[src/rtl/hazard_forward_ctrl_pkg.sv]
// Shared constants and types for the hazard/forwarding controller.
// Forward-select encodings match the EX operand mux input order.
package hazard_forward_ctrl_pkg;

    localparam int RA_W_DEF  = 5;
    localparam int CNT_W_DEF = 16;

    localparam logic [1:0] FWD_NONE  = 2'b00;
    localparam logic [1:0] FWD_EXMEM = 2'b01;
    localparam logic [1:0] FWD_MEMWB = 2'b10;

    typedef enum logic {
        ST_IDLE  = 1'b0,
        ST_STALL = 1'b1
    } stall_state_e;

endpackage

[src/rtl/hazard_forward_ctrl_if.sv]
// Pipeline-side bundle of the hazard/forwarding controller.
// The slave modport is the controller; the master modport is the pipeline.
interface hazard_forward_ctrl_if #(
    parameter int RA_W  = 5,
    parameter int CNT_W = 16
);
    logic [RA_W-1:0]  ifid_rs1;
    logic [RA_W-1:0]  ifid_rs2;
    logic             ifid_use1;
    logic             ifid_use2;
    logic [RA_W-1:0]  idex_rs1;
    logic [RA_W-1:0]  idex_rs2;
    logic [RA_W-1:0]  idex_rd;
    logic             idex_regwrite;
    logic             idex_memread;
    logic [RA_W-1:0]  exmem_rd;
    logic             exmem_regwrite;
    logic [RA_W-1:0]  memwb_rd;
    logic             memwb_regwrite;
    logic             branch_taken;
    logic [1:0]       forward_a;
    logic [1:0]       forward_b;
    logic             pc_write;
    logic             ifid_write;
    logic             idex_bubble;
    logic             ifid_flush;
    logic [CNT_W-1:0] stall_cnt;

    modport master (
        output ifid_rs1, ifid_rs2, ifid_use1, ifid_use2,
        output idex_rs1, idex_rs2, idex_rd, idex_regwrite, idex_memread,
        output exmem_rd, exmem_regwrite, memwb_rd, memwb_regwrite, branch_taken,
        input  forward_a, forward_b, pc_write, ifid_write, idex_bubble, ifid_flush, stall_cnt
    );

    modport slave (
        input  ifid_rs1, ifid_rs2, ifid_use1, ifid_use2,
        input  idex_rs1, idex_rs2, idex_rd, idex_regwrite, idex_memread,
        input  exmem_rd, exmem_regwrite, memwb_rd, memwb_regwrite, branch_taken,
        output forward_a, forward_b, pc_write, ifid_write, idex_bubble, ifid_flush, stall_cnt
    );

endinterface

[src/rtl/hazard_forward_ctrl_fwd_select.sv]
// Forward-select for one EX operand: EX/MEM result beats MEM/WB result,
// and register 0 never forwards since it is hard-wired zero.
module hazard_forward_ctrl_fwd_select
    import hazard_forward_ctrl_pkg::*;
#(
    parameter int RA_W = RA_W_DEF
) (
    input  logic [RA_W-1:0] i_rs,
    input  logic [RA_W-1:0] i_exmem_rd,
    input  logic            i_exmem_wr,
    input  logic [RA_W-1:0] i_memwb_rd,
    input  logic            i_memwb_wr,
    output logic [1:0]      o_sel
);

    logic w_ex_hit;
    logic w_wb_hit;

    assign w_ex_hit = i_exmem_wr && (i_exmem_rd != '0) && (i_exmem_rd == i_rs);
    assign w_wb_hit = i_memwb_wr && (i_memwb_rd != '0) && (i_memwb_rd == i_rs);

    always_comb begin
        o_sel = FWD_NONE;
        if (w_ex_hit)
            o_sel = FWD_EXMEM;
        else if (w_wb_hit)
            o_sel = FWD_MEMWB;
    end

endmodule

[src/rtl/hazard_forward_ctrl.sv]
// EX operand forwarding, load-use stall sequencing and branch flush control.
// state    | meaning
// ST_IDLE  | pipeline flowing; a load-use hazard here is stall cycle 1
// ST_STALL | stall cycles 2..LOAD_STALL; r_cnt = stall cycles still to go
module hazard_forward_ctrl
    import hazard_forward_ctrl_pkg::*;
#(
    parameter int RA_W       = RA_W_DEF,
    parameter int LOAD_STALL = 1,
    parameter int CNT_W      = CNT_W_DEF
) (
    input  logic                 clk,
    input  logic                 rst_n,
    hazard_forward_ctrl_if.slave bus
);

    localparam logic [3:0] STALL_RELOAD = 4'(LOAD_STALL - 1);

    stall_state_e     r_state;
    logic [3:0]       r_cnt;
    logic [CNT_W-1:0] r_stall_cnt;
    logic [1:0]       w_fwd_a;
    logic [1:0]       w_fwd_b;
    logic             w_lu;
    logic             w_hold;

    hazard_forward_ctrl_fwd_select #(.RA_W(RA_W)) u_fwd_a (
        .i_rs       (bus.idex_rs1),
        .i_exmem_rd (bus.exmem_rd),
        .i_exmem_wr (bus.exmem_regwrite),
        .i_memwb_rd (bus.memwb_rd),
        .i_memwb_wr (bus.memwb_regwrite),
        .o_sel      (w_fwd_a)
    );

    hazard_forward_ctrl_fwd_select #(.RA_W(RA_W)) u_fwd_b (
        .i_rs       (bus.idex_rs2),
        .i_exmem_rd (bus.exmem_rd),
        .i_exmem_wr (bus.exmem_regwrite),
        .i_memwb_rd (bus.memwb_rd),
        .i_memwb_wr (bus.memwb_regwrite),
        .o_sel      (w_fwd_b)
    );

    assign w_lu = bus.idex_memread && bus.idex_regwrite && (bus.idex_rd != '0) &&
                  ((bus.ifid_use1 && (bus.ifid_rs1 == bus.idex_rd)) ||
                   (bus.ifid_use2 && (bus.ifid_rs2 == bus.idex_rd)));

    // A taken branch squashes the dependent instruction, so it overrides any stall.
    assign w_hold = !bus.branch_taken && ((r_state == ST_STALL) || w_lu);

    always_ff @(posedge clk or negedge rst_n) begin
        if (!rst_n) begin
            r_state <= ST_IDLE;
            r_cnt   <= '0;
        end else begin
            case (r_state)
                ST_IDLE: begin
                    if (!bus.branch_taken && w_lu && (LOAD_STALL > 1)) begin
                        r_state <= ST_STALL;
                        r_cnt   <= STALL_RELOAD;
                    end
                end
                ST_STALL: begin
                    if (bus.branch_taken || (r_cnt == 4'd1)) begin
                        r_state <= ST_IDLE;
                        r_cnt   <= '0;
                    end else begin
                        r_cnt <= r_cnt - 4'd1;
                    end
                end
                default: begin
                    r_state <= ST_IDLE;
                    r_cnt   <= '0;
                end
            endcase
        end
    end

    always_ff @(posedge clk or negedge rst_n) begin
        if (!rst_n)
            r_stall_cnt <= '0;
        else if (w_hold && (r_stall_cnt != '1))
            r_stall_cnt <= r_stall_cnt + CNT_W'(1);
    end

    // Outputs sit at their reset values for as long as rst_n is held low.
    assign bus.forward_a   = rst_n ? w_fwd_a : FWD_NONE;
    assign bus.forward_b   = rst_n ? w_fwd_b : FWD_NONE;
    assign bus.pc_write    = !rst_n || !w_hold;
    assign bus.ifid_write  = !rst_n || !w_hold;
    assign bus.idex_bubble = rst_n && (w_hold || bus.branch_taken);
    assign bus.ifid_flush  = rst_n && bus.branch_taken;
    assign bus.stall_cnt   = r_stall_cnt;

endmodule

[src/flat_wrapper.sv]
// flat-port wrapper written by rule: the top's interface ports become plain ports
module hazard_forward_ctrl_flat import hazard_forward_ctrl_pkg::*;
#(
    parameter int RA_W       = RA_W_DEF,
    parameter int LOAD_STALL = 1,
    parameter int CNT_W      = CNT_W_DEF
)
  (clk, rst_n, bus_ifid_rs1, bus_ifid_rs2, bus_ifid_use1, bus_ifid_use2, bus_idex_rs1, bus_idex_rs2, bus_idex_rd, bus_idex_regwrite, bus_idex_memread, bus_exmem_rd, bus_exmem_regwrite, bus_memwb_rd, bus_memwb_regwrite, bus_branch_taken, bus_forward_a, bus_forward_b, bus_pc_write, bus_ifid_write, bus_idex_bubble, bus_ifid_flush, bus_stall_cnt);
  hazard_forward_ctrl_if #(.RA_W(RA_W), .CNT_W(CNT_W)) bus_i ();
  input  logic clk;
  input  logic rst_n;
  input wire logic [$bits(bus_i.ifid_rs1)-1:0] bus_ifid_rs1;
  input wire logic [$bits(bus_i.ifid_rs2)-1:0] bus_ifid_rs2;
  input wire logic [$bits(bus_i.ifid_use1)-1:0] bus_ifid_use1;
  input wire logic [$bits(bus_i.ifid_use2)-1:0] bus_ifid_use2;
  input wire logic [$bits(bus_i.idex_rs1)-1:0] bus_idex_rs1;
  input wire logic [$bits(bus_i.idex_rs2)-1:0] bus_idex_rs2;
  input wire logic [$bits(bus_i.idex_rd)-1:0] bus_idex_rd;
  input wire logic [$bits(bus_i.idex_regwrite)-1:0] bus_idex_regwrite;
  input wire logic [$bits(bus_i.idex_memread)-1:0] bus_idex_memread;
  input wire logic [$bits(bus_i.exmem_rd)-1:0] bus_exmem_rd;
  input wire logic [$bits(bus_i.exmem_regwrite)-1:0] bus_exmem_regwrite;
  input wire logic [$bits(bus_i.memwb_rd)-1:0] bus_memwb_rd;
  input wire logic [$bits(bus_i.memwb_regwrite)-1:0] bus_memwb_regwrite;
  input wire logic [$bits(bus_i.branch_taken)-1:0] bus_branch_taken;
  output wire logic [$bits(bus_i.forward_a)-1:0] bus_forward_a;
  output wire logic [$bits(bus_i.forward_b)-1:0] bus_forward_b;
  output wire logic [$bits(bus_i.pc_write)-1:0] bus_pc_write;
  output wire logic [$bits(bus_i.ifid_write)-1:0] bus_ifid_write;
  output wire logic [$bits(bus_i.idex_bubble)-1:0] bus_idex_bubble;
  output wire logic [$bits(bus_i.ifid_flush)-1:0] bus_ifid_flush;
  output wire logic [$bits(bus_i.stall_cnt)-1:0] bus_stall_cnt;
  assign bus_i.ifid_rs1 = bus_ifid_rs1;
  assign bus_i.ifid_rs2 = bus_ifid_rs2;
  assign bus_i.ifid_use1 = bus_ifid_use1;
  assign bus_i.ifid_use2 = bus_ifid_use2;
  assign bus_i.idex_rs1 = bus_idex_rs1;
  assign bus_i.idex_rs2 = bus_idex_rs2;
  assign bus_i.idex_rd = bus_idex_rd;
  assign bus_i.idex_regwrite = bus_idex_regwrite;
  assign bus_i.idex_memread = bus_idex_memread;
  assign bus_i.exmem_rd = bus_exmem_rd;
  assign bus_i.exmem_regwrite = bus_exmem_regwrite;
  assign bus_i.memwb_rd = bus_memwb_rd;
  assign bus_i.memwb_regwrite = bus_memwb_regwrite;
  assign bus_i.branch_taken = bus_branch_taken;
  assign bus_forward_a = bus_i.forward_a;
  assign bus_forward_b = bus_i.forward_b;
  assign bus_pc_write = bus_i.pc_write;
  assign bus_ifid_write = bus_i.ifid_write;
  assign bus_idex_bubble = bus_i.idex_bubble;
  assign bus_ifid_flush = bus_i.ifid_flush;
  assign bus_stall_cnt = bus_i.stall_cnt;
  hazard_forward_ctrl #(.RA_W(RA_W), .LOAD_STALL(LOAD_STALL), .CNT_W(CNT_W)) u_core (.clk(clk), .rst_n(rst_n), .bus(bus_i));
endmodule
[config.mk]
export PLATFORM = sky130hd
export DESIGN_NAME = hazard_forward_ctrl_flat
export DESIGN_NICKNAME = d
export VERILOG_FILES = /design/src/rtl/hazard_forward_ctrl_pkg.sv /design/src/rtl/hazard_forward_ctrl_if.sv /design/src/rtl/hazard_forward_ctrl_fwd_select.sv /design/src/rtl/hazard_forward_ctrl.sv /design/src/flat_wrapper.sv
export SDC_FILE = /design/constraint.sdc
export NUM_CORES = 1
export LEC_CHECK = 0
export BUFFER_PORTS_ARGS = -buffer_cell sky130_fd_sc_hd__clkbuf_2
export CAP_MARGIN = 40
export CORE_MARGIN = 1
export CORE_UTILIZATION = 40
export CTS_BUF_LIST = sky130_fd_sc_hd__clkbuf_8 sky130_fd_sc_hd__clkbuf_16
export DETAILED_ROUTE_END_ITERATION = 6
export MAX_ROUTING_LAYER = met4
export PLACE_DENSITY = 0.7
export SLEW_MARGIN = 20
export SYNTH_ARGS = -nofsm -noshare
export SYNTH_HDL_FRONTEND = slang
export SYNTH_HIERARCHICAL = 1
export SYNTH_SLANG_ARGS = --single-unit
[constraint.sdc]
create_clock -name clk -period 4.1 [get_ports clk]
set_input_delay 0.82 -clock clk [delete_from_list [all_inputs] [get_ports clk]]
set_output_delay 0.82 -clock clk [all_outputs]
set_load 0.03 [all_outputs]
# ---- Word-level counts from Yosys, hierarchy flattened
# Cells that the tools add are included.
dict set report word_totals {
  regBits 21
  inputBits 44
  output_inout_bits 24
  elab_cells 48
}
dict set report op_classes {
  add_sub_neg 2
  n_eq_ne 8
  muxes 9
  n_reduce_logical 26
}
# cell n
set op_table {}
lappend op_table {{equality test 5 bit} 6}
lappend op_table {{adder 16 x 1 -> 16 bit (second input constant)} 1}
lappend op_table {{inequality test 16 bit (second input constant)} 1}
lappend op_table {{logical AND 1 bit} 15}
lappend op_table {{nonzero test 5 bit} 3}
lappend op_table {{two-way mux 2 bit} 6}
lappend op_table {{logical OR 1 bit} 5}
lappend op_table {{equality test 4 x 1 -> 1 bit (second input constant)} 1}
lappend op_table {{two-way mux 4 bit} 1}
lappend op_table {{subtractor 4 x 1 -> 4 bit (second input constant)} 1}
lappend op_table {{logical NOT 1 bit} 3}
lappend op_table {{two-way mux 1 bit} 2}

# ---- Logic depth before layout (Yosys ltp)
# Gate-level depths: netlist of run 1.
dict set report logic_depth {
  depth_word 8
  mapped_depth 8
  mapped_depth_nobuf 7
}

# ---- Modules after synthesis
# The synthesis of run 1 kept the hierarchy.
# module instances cells_each area_per_inst_um2 seq_area_each_um2
set by_module_without_submodules {}
lappend by_module_without_submodules {hazard_forward_ctrl 1 121 1204.9 525.5}
lappend by_module_without_submodules {hazard_forward_ctrl_fwd_select 2 21 158.9 0.0}

# ---- Worst setup path after synthesis of run 1
# OpenSTA, ideal clock, no wires.
dict set report synth_timing {
  path_kind {input port to output port}
  start {in bus_idex_rd[0]}
  end {out bus_pc_write}
  arrival_time_ps 2228
  t_required_ps 3280
  path_slack_ps 1052
  path_stages 6
  path_buffers 1
  cell_sequence {or3_1 -> o311a_1 -> a21oi_1 -> nor2_1 -> nand2_1 -> buf_4}
}
dict set report synth_between {
  elab_chain_len 8
  elab_cells_between_ends 12
  cone_classes {eq/ne: 2; reduce/logical: 10}
}
# item line_no
set synth_lines {}
lappend synth_lines {{from (decl)} flat_wrapper.sv:18} ;# input wire logic [$bits(bus_i.idex_rd)-1:0] bus_idex_rd;
lappend synth_lines {{equality test 5 bit, on equally long branches} {hazard_forward_ctrl.sv:46, hazard_forward_ctrl.sv:47}}
lappend synth_lines {{logical AND 1 bit, on equally long branches} {hazard_forward_ctrl.sv:46, hazard_forward_ctrl.sv:47}}
lappend synth_lines {{logical OR 1 bit} hazard_forward_ctrl.sv:46} ;# ((bus.ifid_use1 && (bus.ifid_rs1 == bus.idex_rd)) ||
lappend synth_lines {{logical AND 1 bit (*)} hazard_forward_ctrl.sv:45} ;# assign w_lu = bus.idex_memread && bus.idex_regwrite && (bus.idex_rd != '0) &&
lappend synth_lines {{logical OR 1 bit (*)} hazard_forward_ctrl.sv:50} ;# assign w_hold = !bus.branch_taken && ((r_state == ST_STALL) || w_lu);
lappend synth_lines {{logical AND 1 bit (*)} hazard_forward_ctrl.sv:50}
lappend synth_lines {{logical NOT 1 bit (*)} n/a}
lappend synth_lines {{logical OR 1 bit (*)} n/a}
lappend synth_lines {{to (decl)} flat_wrapper.sv:28} ;# output wire logic [$bits(bus_i.pc_write)-1:0] bus_pc_write;
# Mark *: on every way between the ends. The rest lies on a longest branch, timed or not.

# ---- Final worst setup path of run 1
dict set report layout_timing {
  start {in bus_idex_rd[0]}
  end {out bus_pc_write}
}
dict set report layout_between {
  elab_chain_len 8
  elab_cells_between_ends 12
  cone_classes {eq/ne: 2; reduce/logical: 10}
}
# item line_no
set layout_lines {}
lappend layout_lines {{equality test 5 bit, on equally long branches} {hazard_forward_ctrl.sv:46, hazard_forward_ctrl.sv:47}}
lappend layout_lines {{logical AND 1 bit, on equally long branches} {hazard_forward_ctrl.sv:46, hazard_forward_ctrl.sv:47}}
lappend layout_lines {{logical OR 1 bit} hazard_forward_ctrl.sv:46}
lappend layout_lines {{logical AND 1 bit (*)} hazard_forward_ctrl.sv:45}
lappend layout_lines {{logical OR 1 bit (*)} hazard_forward_ctrl.sv:50}
lappend layout_lines {{logical AND 1 bit (*)} hazard_forward_ctrl.sv:50}
lappend layout_lines {{logical NOT 1 bit (*)} hazard_forward_ctrl.sv:90} ;# assign bus.pc_write = !rst_n || !w_hold;
lappend layout_lines {{logical OR 1 bit (*)} hazard_forward_ctrl.sv:90}
# Marks and branches as above.

==> results.md, run 1 <==
Outcome:
- The run finished with clean final reports.

Route:
- The per-cell routed wire length is 12.6 um.
- In this run, the number of DRC markers left after iteration 0 of detailed routing was about 50.
- Using the TritonRoute via totals, the vias-per-cell ratio works out to 5.13.
- Summed over all layers, the routed wires come to 3.49 mm.
- In the routed design, unresolved DRC markers number 0.
- Before antenna repair, the detailed router went through 4 iterations.
- The count of vias placed by the detailed router is 1426.
- The remaining antenna violation count after routing is 0.

Placed design:
- During placement, the flow inserted port buffers numbering between 60 and 70.
- Detailed placement ended at an HPWL of 2.80 mm.
- At the end of routability-driven placement, the weighted congestion stood at about 0.84.

Timing:
- Between clock sinks in the finished design, the worst skew comes to 0.00254 ns.
- Static timing analysis puts the maximum clock frequency at 0.315 GHz.
- The total negative slack is 0 ns.
- The final max-slew violation count is 0.
- Final hold analysis gives a worst-case slack of ~0.5 ns.
- Setup repair after global routing left no endpoint under its margin.
- The clock period minus final worst setup slack is 3.18 ns.
- The worst pin sits at a relative slew slack of between 50% and 60%.
- Setup violations remaining at the end of the flow were counted as 0.
- At the pin with the least slew margin, the transition time is 0.622 ns.
- The final-report hold violation count is 0.
- The final critical path takes up 77.5% of the cycle.

Setup path:
- The maximum fanout along the worst path is 4.
- The critical path's top delay family is compound AO/OA/AOI/OAI gates.
- The worst register-to-register path has a setup slack of between 2 and 2.5 ns.
- Walking the worst path, the cells encountered are clkbuf_2 > or3_1 > o311a_1 > a21oi_1 > nor2_1 > nand2_1 > clkbuf_2.
- The worst register-to-register path begins at u_core/bus.stall_cnt[0].
- On the worst path, the slowest cell contributes a delay of between 0.3 and 0.4 ns.
- The cell with the most instances on the worst path is sky130_fd_sc_hd__clkbuf_2.
- The endpoint identified for the worst register-to-register timing path is u_core/bus.stall_cnt[11].
- For the worst setup path, the data arrival time is between 2 and 2.5 ns.
- The category of the critical setup timing path is input port to output port.
- Among all stages on the critical path, the largest delay is contributed by sky130_fd_sc_hd__or3_1.
- STA classifies the critical path endpoint as an output port.
- The type of origin of the critical path is an input port.
- For the worst setup path, the data required time is 3.28 ns.
- The number of buffers and inverters on the critical path is 2.
- The depth of the worst register-to-register path is 7.

Clock tree:
- In this run the clock root is driven by a sky130_fd_sc_hd__clkbuf_8.
- The clock passes through at most 2 buffers.
- The number of cells upsized or downsized after cts is 0.
- TritonCTS built the clock tree.
- TritonCTS created 3 clock buffers.
- In this run the number of H-tree levels came out at 1.
- The number of buffers inserted for hold repair after clock tree synthesis is 0.
- The clock latency on the worst-skew pair is 0.26 ns.
- CTS saw 21 sinks.
- The clock transition at the registers of the reported paths is 0.07 ns.
- The post-CTS setup buffer count is 0.

Synth:
- The post-synthesis area per instance is 9.34 um2.
- The mapped netlist covers around 0.0015 mm2.
- After synthesis, the share of flip-flops with an asynchronous set or reset is 100%.
- The share of synthesized area in the top cell type comes to about a third.
- The prevailing post-synth register cell is sky130_fd_sc_hd__dfrtp_1.
- The number of storage elements in the synthesis netlist is 21.
- The netlist uses 35 different library cells.
- By count the netlist is led by 22 x sky130_fd_sc_hd__xnor2_1, 21 x sky130_fd_sc_hd__dfrtp_1, 18 x sky130_fd_sc_hd__xor2_1.
- Counting every net in the synthesized netlist gives between 200 and 250.
- During synthesis, Yosys emitted a total of 6 warnings.
- The number of instances in the synthesized netlist is about 160.
- The largest total area in the synthesized netlist belongs to sky130_fd_sc_hd__dfrtp_1.
- In the post-synthesis netlist, the cell with the most instances is sky130_fd_sc_hd__xnor2_1.
- The number of synthesized flops with an enable pin is 0.
- Sorting the synthesized cells by area gives the leading types as sky130_fd_sc_hd__dfrtp_1 35%, sky130_fd_sc_hd__xnor2_1 13%, sky130_fd_sc_hd__xor2_1 10%, sky130_fd_sc_hd__nand2_1 3.9%, sky130_fd_sc_hd__nand3_1 3.3%.
- The sequential element share of the synthesized area is about a third.

Hold path:
- The worst hold path terminates at u_core/bus.stall_cnt[11].
- The worst hold path class is register to register.
- Counting instances, the worst hold path has a depth of 1.
- The startpoint identified for the worst hold timing path is u_core/bus.stall_cnt[11].

Finish:
- 0 antenna diodes ended up in the layout.
- From synthesis to final layout, the design area changed by 26.7%.
- The number of filler instances in the final layout is 373.
- The net count of the finished layout is 278.
- The layout cell share with drive strength beyond 1 is ~34%.

Global route:
- The wire length of the first global-routing pass is approximately 6.0 mm.
- The number of global-route vias before repair came to 1424.
- The total global-route track usage is 19.4%.
- The number of antenna violations at the first check in global routing is 0.
- The global-route congestion overflow total is 0.
- The pin count of the biggest net entering global routing is 29.

Floorplan:
- The number of rows created at floorplan is 22.
- The die is between 60 and 70 um wide.
- The floorplan step defined a die boundary enclosing between 0.004 and 0.005 mm2.
- For this configuration, the core starts out at a cell density of around 42%.
- The die height is around 64 um.
- The count of boundary I/O pins is 68.
- The core region is 0.00366 mm2.

Job:
- The tool flagged a number of max-cap violations equal to 0.

Power and ir drop:
- In this run the power density over the cells is about 230 mW/mm2.
- Across the VDD grid, the largest voltage drop is roughly 0.18 mV.
- The analysis attributes to cell leakage a power of around 0.001 uW.
==> state kept, by name, summed over array words and instances, names as in the netlist <==
name                  count
u_core/r_cnt              4
u_core/r_state            1
u_core/bus.stall_cnt     16
==> cells in the final DEF, fill, tap and decap left out, types with 3 or more instances in the layout <==
cell                       Yosys  routed
sky130_fd_sc_hd__nand3_1      10      10
sky130_fd_sc_hd__dfrtp_1      21      21
sky130_fd_sc_hd__nor3_1        7       7
sky130_fd_sc_hd__a21oi_1       3       3
sky130_fd_sc_hd__and3_1        3       3
sky130_fd_sc_hd__clkbuf_2      0      67
sky130_fd_sc_hd__ha_1          3       3
sky130_fd_sc_hd__inv_1         6       7
sky130_fd_sc_hd__nor4_1        6       6
sky130_fd_sc_hd__nor2_1        8       8
sky130_fd_sc_hd__nand2_1      16      16
sky130_fd_sc_hd__clkbuf_8      0       3
sky130_fd_sc_hd__nand4_1       4       4
sky130_fd_sc_hd__xor2_1       18      18
sky130_fd_sc_hd__xnor2_1      22      22
sky130_fd_sc_hd__and2_1        5       5
==> stage by stage <==
| stage | total power [uW] | cell area (um2) | util (%) | cells | setup WS [ns] |
|---|---|---|---|---|---|
| 2_1_floorplan | 265 | 1520 | - | 163 | 1.05 |
| 3_3_place_gp | 310 | 1880 | 51.5 | 274 | 0.984 |
| 3_5_place_dp | 311 | 1880 | 51.5 | 274 | 0.942 |
| 4_1_cts | 448 | 1930 | 52.7 | 278 | 0.939 |
| 5_1_grt | 465 | 1930 | 52.7 | 278 | 0.852 |
| 6_report | 441 | 1930 | 52.7 | 278 | 0.924 |
==> worst max path at each step <==
stage	from	endpoint	slack [ns]	depth (start not counted)
2_1_floorplan	bus_idex_rd[0]	bus_pc_write	1.05	6
3_3_place_gp	bus_idex_rd[0]	bus_pc_write	0.98	7
3_5_place_dp	bus_idex_rd[0]	bus_pc_write	0.94	7
4_1_cts	bus_idex_rd[0]	bus_pc_write	0.94	7
5_1_grt	bus_idex_rd[0]	bus_pc_write	0.85	7
6_report	bus_idex_rd[0]	bus_pc_write	0.92	7
==> worst register-to-register path: stages (launching register included) <==
cell,delay (ns)
sky130_fd_sc_hd__dfrtp_1,0.42
sky130_fd_sc_hd__ha_1,0.23
sky130_fd_sc_hd__and4_1,0.23
sky130_fd_sc_hd__nand4_1,0.13
sky130_fd_sc_hd__o221a_1,0.23
sky130_fd_sc_hd__nand2_2,0.18
sky130_fd_sc_hd__nor4_1,0.38
sky130_fd_sc_hd__xor2_1,0.18
==> report_power, final <==
part,leakage (uW),switching [uW],internal [uW]
combinational,0.000676,51.0,42.3
sequential,0.000277,3.34,210
clock,0.0000269,67.2,66.8
total,0.000980,122,319
==> layer usage <==
layer	part of all wire [%]	vias to the layer above	GRT usage [%]	wire, um
met1	46	661	22.2	1590
met2	46	49	32.2	1610
li1	-	709	-	-
met5	0	-	-	0
met3	6.8	7	4.17	236
met4	1.6	0	8.81	55
==> kinds of logic after synthesis <==
logic type | Yosys count | share of synthesized area, %
compound gates | 16 | 9.28
xor+xnor | 40 | 23.0
fa+ha+maj | 3 | 2.47
buf+inv | 10 | 3.70
flops | 21 | 34.5
mux | 4 | 2.88
simple gates | 69 | 24.2
==> cell type report <==
type                            count  area (um2)  area share (%)
Multi-Input combinational cell    132         941            48.8
Sequential cell                    21         526            27.2
Timing Repair Buffer               67         335            17.4
Tap cell                           48        60.1            3.11
Clock buffer                        3        41.3            2.14
Inverter                            6        22.5            1.17
Clock inverter                      1        3.75           0.195
Power figures use the tool's default switching activity.
==> run 2: changes to the inputs <==
- PLACE_DENSITY: 0.7 -> 0.72
- clock period: 4.1 -> 2.79 ns (I/O delays scaled with it)
==> results.md, run 2 (synthesized netlist as in run 1, its figures left out) <==
Route:
- The DRC violations left was 0 (unchanged).
- The number of optimization iterations in the first detailed-route pass is 4 (unchanged).
- The remaining antenna violation count after routing is 0 (unchanged).
- The total wire length is 3.52 mm (was 3.49 mm).
- The count of routing violations after the opening detailed-route iteration is 34 (was 49).
- The count of vias placed by the detailed router is 1424 (was 1426).
- The number of vias per cell is 5.09 (was 5.13).
- The per-cell routed wire length is 12.6 um (about the same).

Global route:
- The number of antenna violations at the first check in global routing is 0 (unchanged).
- The number of global-route vias before repair is 1349 (was 1424).
- The pin count of the biggest net entering global routing is 18 (was 29).
- The total global-route track usage is 19.2% (was 19.4%).
- The global-route congestion overflow total is 0 (unchanged).
- The wire length of the first global-routing pass was 5.98 mm (was 5.99 mm).

Floorplan:
- The width of the chip is 63.7 um (unchanged).
- The standard cell core area is 0.00366 mm2 (unchanged).
- The number of rows created at floorplan came to 22 (unchanged).
- The full die area is 0.00406 mm2 (unchanged).
- The count of boundary I/O pins is 68 (unchanged).
- The initial standard-cell utilization of the core is 41.6% (unchanged).
- The die height is 63.7 um (unchanged).

Clock tree:
- The CTS tree is yes (unchanged).
- The post-CTS setup buffer count is 0 (unchanged).
- The number of levels the H-tree was split into is 1 (unchanged).
- The buffer cell driving the clock tree root is sky130_fd_sc_hd__clkbuf_8 (unchanged).
- The number of clock sinks seen by CTS is 21 (unchanged).
- The clock latency on the worst-skew pair is 0.26 ns (about the same).
- The total CTS buffers is 3 (unchanged).
- The buffer levels on the longest clock path is 2 (unchanged).
- The number of buffers inserted for hold repair after clock tree synthesis is 0 (unchanged).
- The clock transition at the registers of the reported paths is 0.08 ns (was 0.07 ns).
- The number of cells upsized or downsized after cts is 0 (unchanged).

Timing:
- The worst slew margin relative to its limit is 78.4% (was 58.5%).
- The final critical-path share of the clock period is roughly nine tenths.
- The worst clock skew on the final layout came to 0.00302 ns (was 0.00254 ns).
- The transition time of the tightest slew-check pin is 0.320 ns (was 0.622 ns).
- The tightest hold margin came to 0.133 ns (was 0.492 ns).
- Unrepaired setup endpoints after global routing: false (unchanged).
- The total setup violations reported at the end of the flow was 0 (unchanged).
- The total negative slack is 0 ns (unchanged).
- The clock period minus final worst setup slack is around 2.6 ns.
- The final-report hold violation count is 0 (unchanged).
- The final max-slew violation count is 0 (unchanged).
- The achievable frequency is a little under 0.4 GHz.

Finish:
- The number of filler instances in the final layout is 371 (was 373).
- The area occupied by multi-input gates is 941 um2 (unchanged).
- The final cell area excluding filler cells is 0.00195 mm2 (was 0.00193 mm2).
- The most common cell after layout, fill and taps aside is sky130_fd_sc_hd__clkbuf_2 (unchanged).
- Highest-count cells in the layout ignoring fill and taps: 67 x sky130_fd_sc_hd__clkbuf_2, 22 x sky130_fd_sc_hd__xnor2_1, 21 x sky130_fd_sc_hd__dfrtp_1 (unchanged).
- The storage element area is 526 um2 (unchanged).
- The total inserted antenna cells is 0 (unchanged).
- The layout cell share with drive strength beyond 1 is 35.3% (was 34.3%).
- The area overhead of the layout relative to synthesis came to 27.8% (was 26.7%).
- The total number of nets in the final design was 280 (was 278).
- The final design utilization came to 53.1% (was 52.7%).
- The number of flip-flops under the largest register name is 16 (unchanged).

Setup path:
- The number of buffers and inverters on the critical path is 2 (unchanged).
- The highest cell delay on the worst timing path is 0.37 ns (was 0.38 ns).
- The beginning of the critical path is bus_idex_rd[0] (unchanged).
- The required time reported for the critical path endpoint was 2.23 ns (was 3.28 ns).
- The category of the critical setup timing path is input port to output port (unchanged).
- The cell with the most instances on the worst path is sky130_fd_sc_hd__clkbuf_2 (unchanged).
- The startpoint of the worst-slack reg-to-reg timing path is u_core/bus.stall_cnt[0] (unchanged).
- The type of origin of the critical path is an input port (unchanged).
- The depth of the worst register-to-register path is 7 (unchanged).
- The critical path's top delay family is compound AO/OA/AOI/OAI gates (unchanged).
- The instance count on the critical path was 6 (was 7).
- The arrival time of data at the critical path endpoint came to 1.99 ns (was 2.36 ns).
- The endpoint kind of the worst setup timing path is an output port (unchanged).
- The maximum fanout along the worst path was 3 (was 4).
- Cell Chain, Critical Path: clkbuf_2 > or3_1 > o311a_1 > a21oi_1 > a21boi_0 > clkbuf_2 (was clkbuf_2 > or3_1 > o311a_1 > a21oi_1 > nor2_1 > nand2_1 > clkbuf_2).
- The standard cell with the maximum stage delay on the critical path is sky130_fd_sc_hd__or3_1 (unchanged).

Outcome:
- Status: completed (unchanged).

Power and ir drop:
- The worst supply voltage drop on vdd is 0.248 mV (was 0.184 mV).
- The leakage component of the power came to 0.000988 uW (was 0.000980 uW).
- The power density over the cells was 335 mW/mm2 (was 228 mW/mm2).
- The total power is 652 uW (was 441 uW).

Job:
- The number of violations of the max-capacitance limit was 0 (unchanged).

Placed design:
- The number of I/O port buffers is 67 (unchanged).
- The half-perimeter wire length after placement is 2.88 mm (was 2.80 mm).
- The placed cell area came to 0.00190 mm2 (was 0.00188 mm2).
- The routability congestion estimate from global placement is 0.882 (was 0.843).

Hold path:
- The worst hold path class is input port to async pin (was register to register).
-- run 2: worst paths after layout --
path / end / slack (ns)
setup / recovery: bus_idex_bubble / 0.24
hold / removal: u_core/r_cnt[1] / 0.13
setup reg to reg: u_core/bus.stall_cnt[15] / 0.68
hold reg to reg: u_core/bus.stall_cnt[11] / 0.50
max in group asynchronous: u_core/bus.stall_cnt[13] / 2.17
min in group clk: u_core/bus.stall_cnt[11] / 0.50
-- run 2: final cells by class --
cell class	instances	area share (%)
flip-flops and latches	21	27.0
well taps	48	3.09
inverters	6	1.16
repair buffers	69	18.0
clock buffers	3	2.12
clock inverters	1	0.257
multi-input cells	132	48.4
-- run 2: where the power goes --
| group | internal, uW | switching (uW) |
|---|---|---|
| logic | 63.2 | 76.0 |
| registers | 309 | 5.17 |
| clock network | 99.6 | 99.6 |
-- run 2: routing by layer --
layer  up-vias  global-route usage [%]  routed length (um)
met5         -                       -                   0
met3         5                    2.17                 137
li1        709                       -                   -
met4         0                    9.38                  62
met1       662                    24.3                1690
met2        48                    30.3                1630
-- run 2: per-stage QoR --
stage	setup slack (ns)	instances
floorplan	0.266	163
global placement	0.272	276
detailed placement	0.242	276
CTS	0.234	280
global route	0.180	280
finish	0.239	280
==> run 3: changes to the inputs <==
- clock period: 2.79 -> 2.15 ns (I/O delays scaled with it)
==> results.md, run 3 (synthesized netlist as in run 1, its figures left out) <==
Outcome:
- Status: completed (unchanged).

Finish:
- The final design utilization is 57.4% (was 53.1%).
- The number of flip-flops under the largest register name was 16 (unchanged).
- The number of filler instances in the final layout was 362 (was 371).
- The number of standard cells in the final layout excluding fillers is 291 (was 280).
- The final cell area excluding filler cells came to 0.00210 mm2 (was 0.00195 mm2).
- The total number of nets in the final design came to 291 (was 280).
- The most common cell after layout, fill and taps aside was sky130_fd_sc_hd__clkbuf_2 (unchanged).
- The area overhead of the layout relative to synthesis was 38.0% (was 27.8%).
- The layout cell share with drive strength beyond 1 is 40.3% (was 35.3%).
- The total inserted antenna cells is 0 (unchanged).
- Highest-count cells in the layout ignoring fill and taps: 63 x sky130_fd_sc_hd__clkbuf_2, 22 x sky130_fd_sc_hd__xnor2_1, 21 x sky130_fd_sc_hd__dfrtp_1 (was 67 x sky130_fd_sc_hd__clkbuf_2, 22 x sky130_fd_sc_hd__xnor2_1, 21 x sky130_fd_sc_hd__dfrtp_1).

Floorplan:
- The standard cell core area is 0.00366 mm2 (unchanged).
- The die height was 63.7 um (unchanged).
- The number of rows created at floorplan is 22 (unchanged).
- The initial standard-cell utilization of the core is 41.6% (unchanged).
- The width of the chip is 63.7 um (unchanged).
- The full die area came to 0.00406 mm2 (unchanged).
- The count of boundary I/O pins is 68 (unchanged).

Clock tree:
- The CTS tree is yes (unchanged).
- The buffer levels on the longest clock path came to 2 (unchanged).
- The number of clock sinks seen by CTS is 21 (unchanged).
- The clock latency on the worst-skew pair is 0.26 ns (about the same).
- The clock transition at the registers of the reported paths is 0.07 ns (was 0.08 ns).
- The number of levels the H-tree was split into is 1 (unchanged).
- The total CTS buffers is 3 (unchanged).
- The buffer cell driving the clock tree root is sky130_fd_sc_hd__clkbuf_8 (unchanged).

Timing:
- In the finished design, the share of the clock period the worst path needs comes to slightly below 100%.
- The worst slew margin relative to its limit is 74.9% (was 78.4%).
- Unrepaired setup endpoints after global routing: true (was false).
- Counting I/O delays and the setup requirement, the final critical path takes approximately 2.1 ns.
- The final max-slew violation count is 0 (unchanged).
- The total setup violations reported at the end of the flow is 0 (unchanged).
- The transition time of the tightest slew-check pin is 0.376 ns (was 0.320 ns).
- The worst clock skew on the final layout is 0.00313 ns (was 0.00302 ns).
- For this run, the top clock speed supported by timing is between 0.4 and 0.5 GHz.
- The final-report hold violation count is 0 (unchanged).
- The final worst slack came to 0.0315 ns (was 0.239 ns).

Setup path:
- The required time reported for the critical path endpoint was 2.34 ns (was 2.23 ns).
- The maximum fanout along the worst path came to 9 (was 3).
- The type of origin of the critical path is a register (was input port).
- The arrival time of data at the critical path endpoint was 2.31 ns (was 1.99 ns).
- The category of the critical setup timing path is register to register (was input port to output port).
- The endpoint kind of the worst setup timing path is a register (was output port).

Power and ir drop:
- The leakage component of the power was 0.00108 uW (was 0.000988 uW).
- The worst supply voltage drop on vdd is 0.336 mV (was 0.248 mV).
- The power density over the cells is 410 mW/mm2 (was 335 mW/mm2).

Placed design:
- The placed cell area is 0.00199 mm2 (was 0.00190 mm2).
- The number of I/O port buffers is 67 (unchanged).
- The pre-CTS worst setup slack is -0.0376 ns (was 0.242 ns).
- The number of instances in the placed design is 285 (was 276).
- The routability congestion estimate from global placement came to 0.794 (was 0.882).
- The half-perimeter wire length after placement came to 2.99 mm (was 2.88 mm).

Route:
- The total wire length is 3.83 mm (was 3.52 mm).
- The DRC violations left came to 0 (unchanged).
- The remaining antenna violation count after routing is 0 (unchanged).
- The number of optimization iterations in the first detailed-route pass is 4 (unchanged).
- The number of vias per cell is 5.15 (was 5.09).
- The count of routing violations after the opening detailed-route iteration is 57 (was 34).
- The per-cell routed wire length is 13.2 um (was 12.6 um).
- The count of vias placed by the detailed router is 1499 (was 1424).

Global route:
- The total global-route track usage is 20.5% (was 19.2%).
- The global-route congestion overflow total is 0 (unchanged).
- The number of global-route vias before repair is 1432 (was 1349).
- The pin count of the biggest net entering global routing was 15 (was 18).
- The number of antenna violations at the first check in global routing is 0 (unchanged).
- The wire length of the first global-routing pass is 6.37 mm (was 5.98 mm).

Job:
- The number of violations of the max-capacitance limit is 0 (unchanged).

Hold path:
- The worst hold path class is input port to async pin (unchanged).
[run 3: cell count changes in the layout (fill, tap and decap cells not counted), moves of 2 or more]
cell                       before  now
sky130_fd_sc_hd__nor4_1         6    4
sky130_fd_sc_hd__clkbuf_2      67   63
sky130_fd_sc_hd__buf_4          2   13
sky130_fd_sc_hd__nor4b_2        0    2
sky130_fd_sc_hd__buf_6          0    3
sky130_fd_sc_hd__nor4b_1        2    0
[run 3: through the flow]
| stage | hold WS [ns] | total power, uW | setup TNS [ns] |
|---|---|---|---|
| floorplan | 0.134 | 506 | 0 |
| global placement | 0.404 | 608 | -0.0471 |
| detailed placement | 0.403 | 611 | -0.100 |
| CTS | 0.119 | 868 | -0.00773 |
| global route | 0.120 | 910 | -0.119 |
| finish | 0.115 | 861 | 0 |
[run 3: where the power goes]
part	internal [uW]	switching, uW	total, uW
sequential	401	3.01	404
combinational	96.8	106	203
clock	127	126	254
[run 3: final cells by class]
cell class,count,area [um2],area share (%)
repair buffers,80,467,22.2
inverters,6,22.5,1.07
clock buffers,3,41.3,1.97
flip-flops and latches,21,526,25.0
well taps,48,60.1,2.86
multi-input cells,132,981,46.7
clock inverters,1,3.75,0.179
[run 3: per-layer routing]
layer	GRT usage, %	wire, um	share of wire (%)
met1	24.7	1680	44
met2	34.2	1870	49
met3	3.08	222	5.8
met4	7.95	53	1.4
met5	-	0	0
[run 3: critical path: stages, from the launching register on]
cell                      delay, ns
sky130_fd_sc_hd__dfrtp_1       0.38
sky130_fd_sc_hd__ha_1          0.21
sky130_fd_sc_hd__and4_1        0.23
sky130_fd_sc_hd__nand4_1       0.17
sky130_fd_sc_hd__o221a_1       0.26
sky130_fd_sc_hd__nand2_2       0.13
sky130_fd_sc_hd__buf_12        0.18
sky130_fd_sc_hd__nor4_1        0.31
sky130_fd_sc_hd__xor2_1        0.17
[run 3: repair_timing]
action,in CTS,in global routing
hold buffers,0,0
resized for setup,3,12
setup buffers,1,1
pin swaps,1,0
endpoints found under the setup margin,3,7
[run 3: worst paths after layout]
kind	from	to	slack (ns)	cells past startpoint
worst max-delay path	u_core/bus.stall_cnt[0]	u_core/bus.stall_cnt[11]	0.03	8
worst min-delay path	rst_n	u_core/bus.stall_cnt[14]	0.11	2
worst max register to register	u_core/bus.stall_cnt[0]	u_core/bus.stall_cnt[11]	0.03	8
worst min register to register	u_core/bus.stall_cnt[11]	u_core/bus.stall_cnt[11]	0.50	1
max in group asynchronous	rst_n	u_core/bus.stall_cnt[0]	1.86	2
min in group clk	u_core/bus.stall_cnt[11]	u_core/bus.stall_cnt[11]	0.50	1
